### src/rtl/fix_frame_ctrl_if.sv
// rtl/fix_frame_ctrl_if.sv - byte stream and per-message result bundle for fix_frame_ctrl
interface fix_frame_ctrl_if;
    logic [7:0] data_i;
    logic       valid_i;
    logic       ready_o;
    logic       busy_o;
    logic       msg_done_o;
    logic       msg_ok_o;
    logic [1:0] err_o;
    logic [7:0] calc_cksum_o;
    logic [9:0] rx_cksum_o;

    modport master (
        output data_i, valid_i,
        input  ready_o, busy_o, msg_done_o, msg_ok_o, err_o, calc_cksum_o, rx_cksum_o
    );

    modport slave (
        input  data_i, valid_i,
        output ready_o, busy_o, msg_done_o, msg_ok_o, err_o, calc_cksum_o, rx_cksum_o
    );
endinterface

### src/rtl/fix_frame_ctrl.sv
// rtl/fix_frame_ctrl.sv - FIX message framing, modulo-256 checksum and trailer verification
module fix_frame_ctrl #(
    parameter int MAX_LEN = 1024,
    parameter int LEN_W   = 11
) (
    input  logic            clk,
    input  logic            rst,
    fix_frame_ctrl_if.slave bus
);
    localparam logic [7:0] SOH   = 8'h01;
    localparam logic [7:0] CH_8  = 8'h38;
    localparam logic [7:0] CH_EQ = 8'h3D;
    localparam logic [7:0] CH_1  = 8'h31;
    localparam logic [7:0] CH_0  = 8'h30;

    typedef enum logic [3:0] {
        IDLE, GOT8, BODY, AFT_SOH, T1, T10, DIG, TERM, REPORT
    } state_t;

    state_t           state_q, state_d;
    logic [7:0]       sum_q, sum_d, snap_q, snap_d, calc_q, calc_d;
    logic [LEN_W-1:0] len_q, len_d;
    logic [1:0]       cnt_q, cnt_d, err_q, err_d;
    logic [9:0]       rx_q, rx_d, rx_out_q, rx_out_d;
    logic [7:0]       d;
    logic             accept, is_digit;

    assign d        = bus.data_i;
    assign accept   = bus.valid_i && bus.ready_o;
    assign is_digit = (d >= 8'h30) && (d <= 8'h39);

    always_ff @(posedge clk) begin
        if (rst) begin
            state_q  <= IDLE;
            sum_q    <= '0;
            snap_q   <= '0;
            calc_q   <= '0;
            len_q    <= '0;
            cnt_q    <= '0;
            err_q    <= '0;
            rx_q     <= '0;
            rx_out_q <= '0;
        end else begin
            state_q  <= state_d;
            sum_q    <= sum_d;
            snap_q   <= snap_d;
            calc_q   <= calc_d;
            len_q    <= len_d;
            cnt_q    <= cnt_d;
            err_q    <= err_d;
            rx_q     <= rx_d;
            rx_out_q <= rx_out_d;
        end
    end

    always_comb begin
        state_d  = state_q;
        sum_d    = sum_q;
        snap_d   = snap_q;
        calc_d   = calc_q;
        len_d    = len_q;
        cnt_d    = cnt_q;
        err_d    = err_q;
        rx_d     = rx_q;
        rx_out_d = rx_out_q;
        if (state_q == REPORT) begin
            state_d = IDLE;
        end else if (accept) begin
            if (state_q == IDLE) begin
                if (d == CH_8) begin
                    state_d = GOT8;
                    sum_d   = CH_8;
                    len_d   = LEN_W'(1);
                end
            end else if (state_q == DIG) begin
                if (is_digit) begin
                    rx_d  = rx_q * 10'd10 + {6'd0, d[3:0]};
                    cnt_d = cnt_q + 2'd1;
                    if (cnt_q == 2'd2) state_d = TERM;
                end else begin
                    state_d  = REPORT;
                    err_d    = 2'd2;
                    calc_d   = snap_q;
                    rx_out_d = rx_q;
                end
            end else if (state_q == TERM) begin
                state_d  = REPORT;
                calc_d   = snap_q;
                rx_out_d = rx_q;
                if (d != SOH)                    err_d = 2'd2;
                else if (rx_q != {2'b00, snap_q}) err_d = 2'd1;
                else                             err_d = 2'd0;
            end else if (len_q >= LEN_W'(MAX_LEN)) begin
                // Counting states only from here on: the overflowing byte is consumed.
                state_d  = REPORT;
                err_d    = 2'd3;
                calc_d   = '0;
                rx_out_d = rx_q;
            end else begin
                sum_d = sum_q + d;
                len_d = len_q + LEN_W'(1);
                // Snapshot through each SOH so "10=" never enters the checked sum.
                if (d == SOH && state_q != GOT8) snap_d = sum_q + SOH;
                case (state_q)
                    GOT8: begin
                        if (d == CH_EQ) begin
                            state_d = BODY;
                        end else if (d == CH_8) begin
                            sum_d = CH_8;
                            len_d = LEN_W'(1);
                        end else begin
                            state_d = IDLE;
                        end
                    end
                    AFT_SOH: state_d = (d == CH_1) ? T1  : (d == SOH) ? AFT_SOH : BODY;
                    T1:      state_d = (d == CH_0) ? T10 : (d == SOH) ? AFT_SOH : BODY;
                    T10: begin
                        if (d == CH_EQ) begin
                            state_d = DIG;
                            cnt_d   = '0;
                            rx_d    = '0;
                        end else begin
                            state_d = (d == SOH) ? AFT_SOH : BODY;
                        end
                    end
                    default: state_d = (d == SOH) ? AFT_SOH : BODY;
                endcase
            end
        end
    end

    assign bus.ready_o      = (state_q != REPORT);
    assign bus.busy_o       = (state_q != IDLE);
    assign bus.msg_done_o   = (state_q == REPORT);
    assign bus.msg_ok_o     = (state_q == REPORT) && (err_q == 2'd0);
    assign bus.err_o        = err_q;
    assign bus.calc_cksum_o = calc_q;
    assign bus.rx_cksum_o   = rx_out_q;
endmodule

### src/flat_wrapper.sv
// flat-port wrapper written by rule: the top's interface ports become plain ports
module fix_frame_ctrl_flat 
#(
    parameter int MAX_LEN = 1024,
    parameter int LEN_W   = 11
)
  (clk, rst, bus_data_i, bus_valid_i, bus_ready_o, bus_busy_o, bus_msg_done_o, bus_msg_ok_o, bus_err_o, bus_calc_cksum_o, bus_rx_cksum_o);
  fix_frame_ctrl_if bus_i ();
  input  logic clk;
  input  logic rst;
  input wire logic [$bits(bus_i.data_i)-1:0] bus_data_i;
  input wire logic [$bits(bus_i.valid_i)-1:0] bus_valid_i;
  output wire logic [$bits(bus_i.ready_o)-1:0] bus_ready_o;
  output wire logic [$bits(bus_i.busy_o)-1:0] bus_busy_o;
  output wire logic [$bits(bus_i.msg_done_o)-1:0] bus_msg_done_o;
  output wire logic [$bits(bus_i.msg_ok_o)-1:0] bus_msg_ok_o;
  output wire logic [$bits(bus_i.err_o)-1:0] bus_err_o;
  output wire logic [$bits(bus_i.calc_cksum_o)-1:0] bus_calc_cksum_o;
  output wire logic [$bits(bus_i.rx_cksum_o)-1:0] bus_rx_cksum_o;
  assign bus_i.data_i = bus_data_i;
  assign bus_i.valid_i = bus_valid_i;
  assign bus_ready_o = bus_i.ready_o;
  assign bus_busy_o = bus_i.busy_o;
  assign bus_msg_done_o = bus_i.msg_done_o;
  assign bus_msg_ok_o = bus_i.msg_ok_o;
  assign bus_err_o = bus_i.err_o;
  assign bus_calc_cksum_o = bus_i.calc_cksum_o;
  assign bus_rx_cksum_o = bus_i.rx_cksum_o;
  fix_frame_ctrl #(.MAX_LEN(MAX_LEN), .LEN_W(LEN_W)) u_core (.clk(clk), .rst(rst), .bus(bus_i));
endmodule
### config.mk
export PLATFORM = sky130hd
export DESIGN_NAME = fix_frame_ctrl_flat
export DESIGN_NICKNAME = d
export VERILOG_FILES = /design/src/rtl/fix_frame_ctrl_if.sv /design/src/rtl/fix_frame_ctrl.sv /design/src/flat_wrapper.sv
export SDC_FILE = /design/constraint.sdc
export NUM_CORES = 1
export LEC_CHECK = 0
export ABC_AREA = 1
export CORE_MARGIN = 4
export CORE_UTILIZATION = 35
export CTS_CLUSTER_DIAMETER = 30
export DETAILED_ROUTE_END_ITERATION = 10
export PLACE_DENSITY_LB_ADDON = 0.12
export SYNTH_ARGS = -nofsm -noshare
export SYNTH_HDL_FRONTEND = slang
export SYNTH_SLANG_ARGS = --single-unit
### constraint.sdc
create_clock -name clk -period 3.1 [get_ports clk]
set_clock_uncertainty 0.2 [all_clocks]
set_input_delay 0.62 -clock clk [delete_from_list [all_inputs] [get_ports clk]]
set_output_delay 0.62 -clock clk [all_outputs]
set_load 0.02 [all_outputs]
Word level (Yosys, flattened, before mapping). Cells that the tools add are included.

Input bits: 11. Bits in registers: 63. Word-level logic and storage cells: 122.

Bitwise operators: 5. Equal/unequal tests: 27. Order comparisons: 3. Muxes and demuxes: 56. Add/sub/neg operators: 5. Multipliers: 1. Reduce and logical (&&, ||, !) cells: 16.

Operator list (count): 10-bit 2-to-1 mux (10); 8-bit 2-to-1 mux (12); 11-bit 2-to-1 mux (8); 4-bit 2-to-1 mux (12); 8-bit by 6-bit equality test with 1-bit output (second input constant) (4); 2-bit 2-to-1 mux (11); 4-bit by 3-bit equality test with 1-bit output (second input constant) (4); 4-bit one-hot mux with 4 select lines (1); 2-bit by 1-bit != test with 1-bit output (second input constant) (6); 11-bit by 1-bit adder with 11-bit output (second input constant) (1); 11-bit >= comparator (second input constant) (1); 10-bit by 4-bit adder with 10-bit output (1); 10-bit by 3-bit multiplier with 9-bit output (second input constant) (1); 10-bit by 8-bit != test with 1-bit output (1); 8-bit by 1-bit adder with 8-bit output (second input constant) (1); 8-bit adder (1); 8-bit by 1-bit equality test with 1-bit output (second input constant) (1); 8-bit by 6-bit >= comparator with 1-bit output (second input constant) (1); 8-bit by 6-bit <= comparator with 1-bit output (second input constant) (1); 4-bit != test (second input constant) (2); 8-bit by 1-bit != test with 1-bit output (second input constant) (1); 8-bit AND reduction (1); 7-bit by 6-bit != test with 1-bit output (second input constant) (1); 7-bit AND reduction (1); other kinds (19) (29).

Depth between registers and ports, before layout.
Word-level depth: 8. Gate-level depth with buffers: 14.

Least setup slack after synthesis. No wires, ideal clock.

Path type: reg2reg. Start: register u_core.rx_q[3]. End: register u_core.rx_q[9]. Arrival time: 2054 ps. Clock period less this slack: 2386 ps. Stages on the path, launching flop included: 12. Path buffers: 0. Slack: 714 ps. Library setup time: 132 ps. Cell sequence: dfxtp_1 > ha_1 > ha_1 > fa_1 > nand2_1 > nand3b_1 > nor2_1 > nand3_1 > inv_1 > nand2_1 > nand3_1 > a21oi_1.

Cells in the longest elaborated chain, start to end: 4.

Ends and longest elaborated chain: start: declaration (RTL line fix_frame_ctrl.sv:24) `logic [9:0] rx_q, rx_d, rx_out_q, rx_out_d;`; start signal: assignment (RTL line fix_frame_ctrl.sv:51) `rx_q <= rx_d;`; 10-bit by 3-bit multiplier with 9-bit output (RTL line fix_frame_ctrl.sv:77) `rx_d = rx_q * 10'd10 + {6'd0, d[3:0]};`; 10-bit by 4-bit adder with 10-bit output (RTL line fix_frame_ctrl.sv:77); 10-bit 2-to-1 mux (RTL line fix_frame_ctrl.sv:76) `if (is_digit) begin`; 10-bit 2-to-1 mux (RTL line fix_frame_ctrl.sv:75) `end else if (state_q == DIG) begin`.

No other way between the ends. The select of a mux whose other input is x is not followed. A chain may end at the register's enable or synchronous reset.

Final worst setup path.
Start: register u_core.state_q[0]. End: output port bus_busy_o.

Cells in the longest elaborated chain, start to end: 1.

Ends and longest elaborated chain: start: declaration (RTL line fix_frame_ctrl.sv:20) `state_t state_q, state_d;`; start signal: assignment (RTL line fix_frame_ctrl.sv:44) `state_q <= state_d;`; 4-bit nonzero test (RTL line fix_frame_ctrl.sv:133) `assign bus.busy_o = (state_q != IDLE);`; end: declaration (RTL line flat_wrapper.sv:14) `output wire logic [$bits(bus_i.busy_o)-1:0] bus_busy_o;`.

No other way between the ends.

==> impl_metrics.tcl <==
set metrics [dict create \
    drc 0 \
    die_x_um 116 \
    synthTopCellsByArea "dfxtp_1 31%, nand2_1 10%, ha_1 7.6%" \
    final_common_cell "nand2_1" \
    rows 39 \
    ant_nets 0 \
    combPwrFrac_pct 4.0 \
    area_growth_pct 19.7 \
    period_share_pct 86.9 \
    tritoncts "done" \
    grt_usage_pct 16.4 \
    end_kind "output port" \
    drtIter0Drc 209 \
    grt_pass1_wl_mm 17.6 \
    drt-total-wl_mm 10.3 \
    synth-seq-cells 63 \
    initial_core_util_pct 35.8 \
    io_pins 35 \
    fmax_mhz 371 \
    drt-pass1-iter-count 5 \
    maxSlewViolCount 0 \
    cp_slowest_cell "clkdlybuf4s50_1" \
    cp.required_ns 2.28 \
    arrival_ns 1.87 \
    grt_max_degree 24 \
    layout_common_cells "114 x nand2_1, 64 x nor2_1, 63 x dfxtp_1" \
    cp_top_family "buffers and inverters" \
    grt_antenna_before_repair 0 \
    cts.repair.resized 0 \
    rsz0062_at_grt "false" \
    vias_per_cell 4.94 \
    synth_top_area_share_pct 30.7 \
    ctsHtreeMaxLevel 3 \
    power_density_nw_per_um2 389 \
    slew_headroom_pct 54.1 \
    pwr-share-clk_pct 53.5 \
    synth_nets 608 \
    grt-ovfl-total 0 \
    holdCritPathClass "reg -> reg" \
    leakage_nw 2.06 \
    ir_drop_mv 0.238 \
    p_switching_mw 0.428 \
    p_sw_share_pct 22.4 \
    critPathKind "reg -> out" \
    p_int_mw 1.48 \
    diodes 0 \
    port_buffers 34 \
    cts_sinks 63 \
    synthDistinctLibCells 46 \
    die-area_um2 13500 \
    avgSynthCellArea_um2 7.22 \
    path_cells "inv_2, nand2_2, nor2_8, inv_6, clkdlybuf4s50_1" \
    seq_area_frac_synth_pct 30.7 \
    cts_root_buffer "clkbuf_16" \
    cts_made_buffers 9 \
    synth_area_leader_cell "dfxtp_1" \
    cap_violations 0 \
    fill_cells 1189 \
    path_max_fanout 9 \
    clk_pin_slew_worst_paths_ns 0.06 \
    tns_ns 0 \
    insertion_delay_ns 0.33 \
    hold_buffers 0 \
    hpwl_mm 7.84 \
    max_slew.worst_pin.slew_ns 0.688 \
    finalSetupViolCount 0 \
    crit_buf_inv 3 \
    worst_slack_ns 0.406 \
    yosys_warnings 0 \
    clock_path_buffers 2 \
    core-area_um2 11500 \
    post-place-ws_ns 0.190 \
    status "completed" \
    p_seq_share_pct 42.5 \
    post-cts-setup-buffers 0 \
    wl_per_cell_um 13.5 \
    min_period_ns 2.69 \
    drive_gt1_share_pct 12.6 \
    final_nets 652 \
    syn_area_um2 4110 \
    die_h_um 116 \
    syn_inst 569 \
    critPathLaunchType "register" \
    hold_viol_final 0 \
    grt_pass1_vias 3589 \
    num_vias 3758 \
    place.gp.congestion 0.878 \
    max_stage_delay_ns 0.62 \
]
[stage by stage]
| step | util [%] | area, um^2 | hold slack, ns | std cells | total power [mW] |
|---|---|---|---|---|---|
| 6_report | 42.9 | 4920 | 0.260 | 761 | 1.91 |
| 2_1_floorplan | - | 4110 | 0.226 | 569 | 0.870 |
| 5_1_grt | 42.9 | 4920 | 0.287 | 761 | 1.98 |
| 3_3_place_gp | 40.3 | 4620 | 0.243 | 745 | 0.905 |
| 4_1_cts | 42.9 | 4920 | 0.261 | 761 | 1.94 |
| 3_5_place_dp | 40.3 | 4620 | 0.251 | 745 | 0.905 |
[logic make-up after synthesis]
| kind of cell | after synthesis | share of synthesized area [%] |
|---|---|---|
| XOR/XNOR | 23 | 4.90 |
| adder cells (fa/ha/maj) | 28 | 9.08 |
| buffers and inverters | 76 | 8.44 |
| AO/OA/AOI/OAI | 106 | 14.4 |
| flip-flops | 63 | 30.7 |
| AND/OR/NAND/NOR | 273 | 32.5 |
[layer usage]
metal,up-vias,global-route usage [%],share of wire (%)
met4,0,5.88,1.7
li1,1961,-,-
met3,13,2.90,3.1
met1,1723,21.7,49
met2,61,26.8,46
met5,-,0,0
[worst paths after layout]
kind                          start         endpoint  slack, ns  cells after the start
setup / recovery  u_core.state_q[0]       bus_busy_o       0.41                      5
hold / removal      u_core.cnt_q[0]  u_core.cnt_q[0]       0.26                      1
setup reg to reg     u_core.rx_q[1]   u_core.rx_q[9]       0.56                     11
hold reg to reg     u_core.cnt_q[0]  u_core.cnt_q[0]       0.26                      1
[power by group through the flow]
| stage | Sequential (mW) | Combinational (mW) | Clock [mW] |
|---|---|---|---|
| global placement | 0.829 | 0.0764 | 0 |
| detailed placement | 0.829 | 0.0764 | 0 |
| floorplan | 0.828 | 0.0411 | 0 |
| CTS | 0.811 | 0.0767 | 1.05 |
| finish | 0.811 | 0.0764 | 1.02 |
| global route | 0.811 | 0.0857 | 1.08 |
[Yosys cell counts (all sizes together)]
master and n:
o21ai 38, a21boi 1, a21oi 57, nand3b 3, xor2 11, o21a 3
clkbuf 4, dfxtp 63, o21bai 2, nand4 9, buf 8, fa 3
nor2 75, nor3 8, or2 4, o211ai 1, nand3 51, nor3b 3
and3 1, nand2 119, a31oi 2, inv 64, xnor2 12, ha 25
o22ai 1, a21o 1
[sequential cells by signal (all words and copies together), names as in the netlist]
name	count
u_core.sum_q	8
u_core.bus.err_o	2
u_core.bus.rx_cksum_o	10
u_core.rx_q	10
u_core.cnt_q	2
u_core.bus.calc_cksum_o	8
u_core.len_q	11
u_core.state_q	4
u_core.snap_q	8
[layout make-up]
cell class | count | area (um^2) | share of cell area [%]
clock buffers | 11 | 243 | 4.94
clock inverters | 5 | 57.6 | 1.17
inverters | 64 | 253 | 5.14
multi-input cells | 430 | 2500 | 50.9
flip-flops and latches | 63 | 1260 | 25.7
well taps | 143 | 179 | 3.64
repair buffers | 45 | 423 | 8.60
Note: power is estimated with default switching activity, not from simulation.
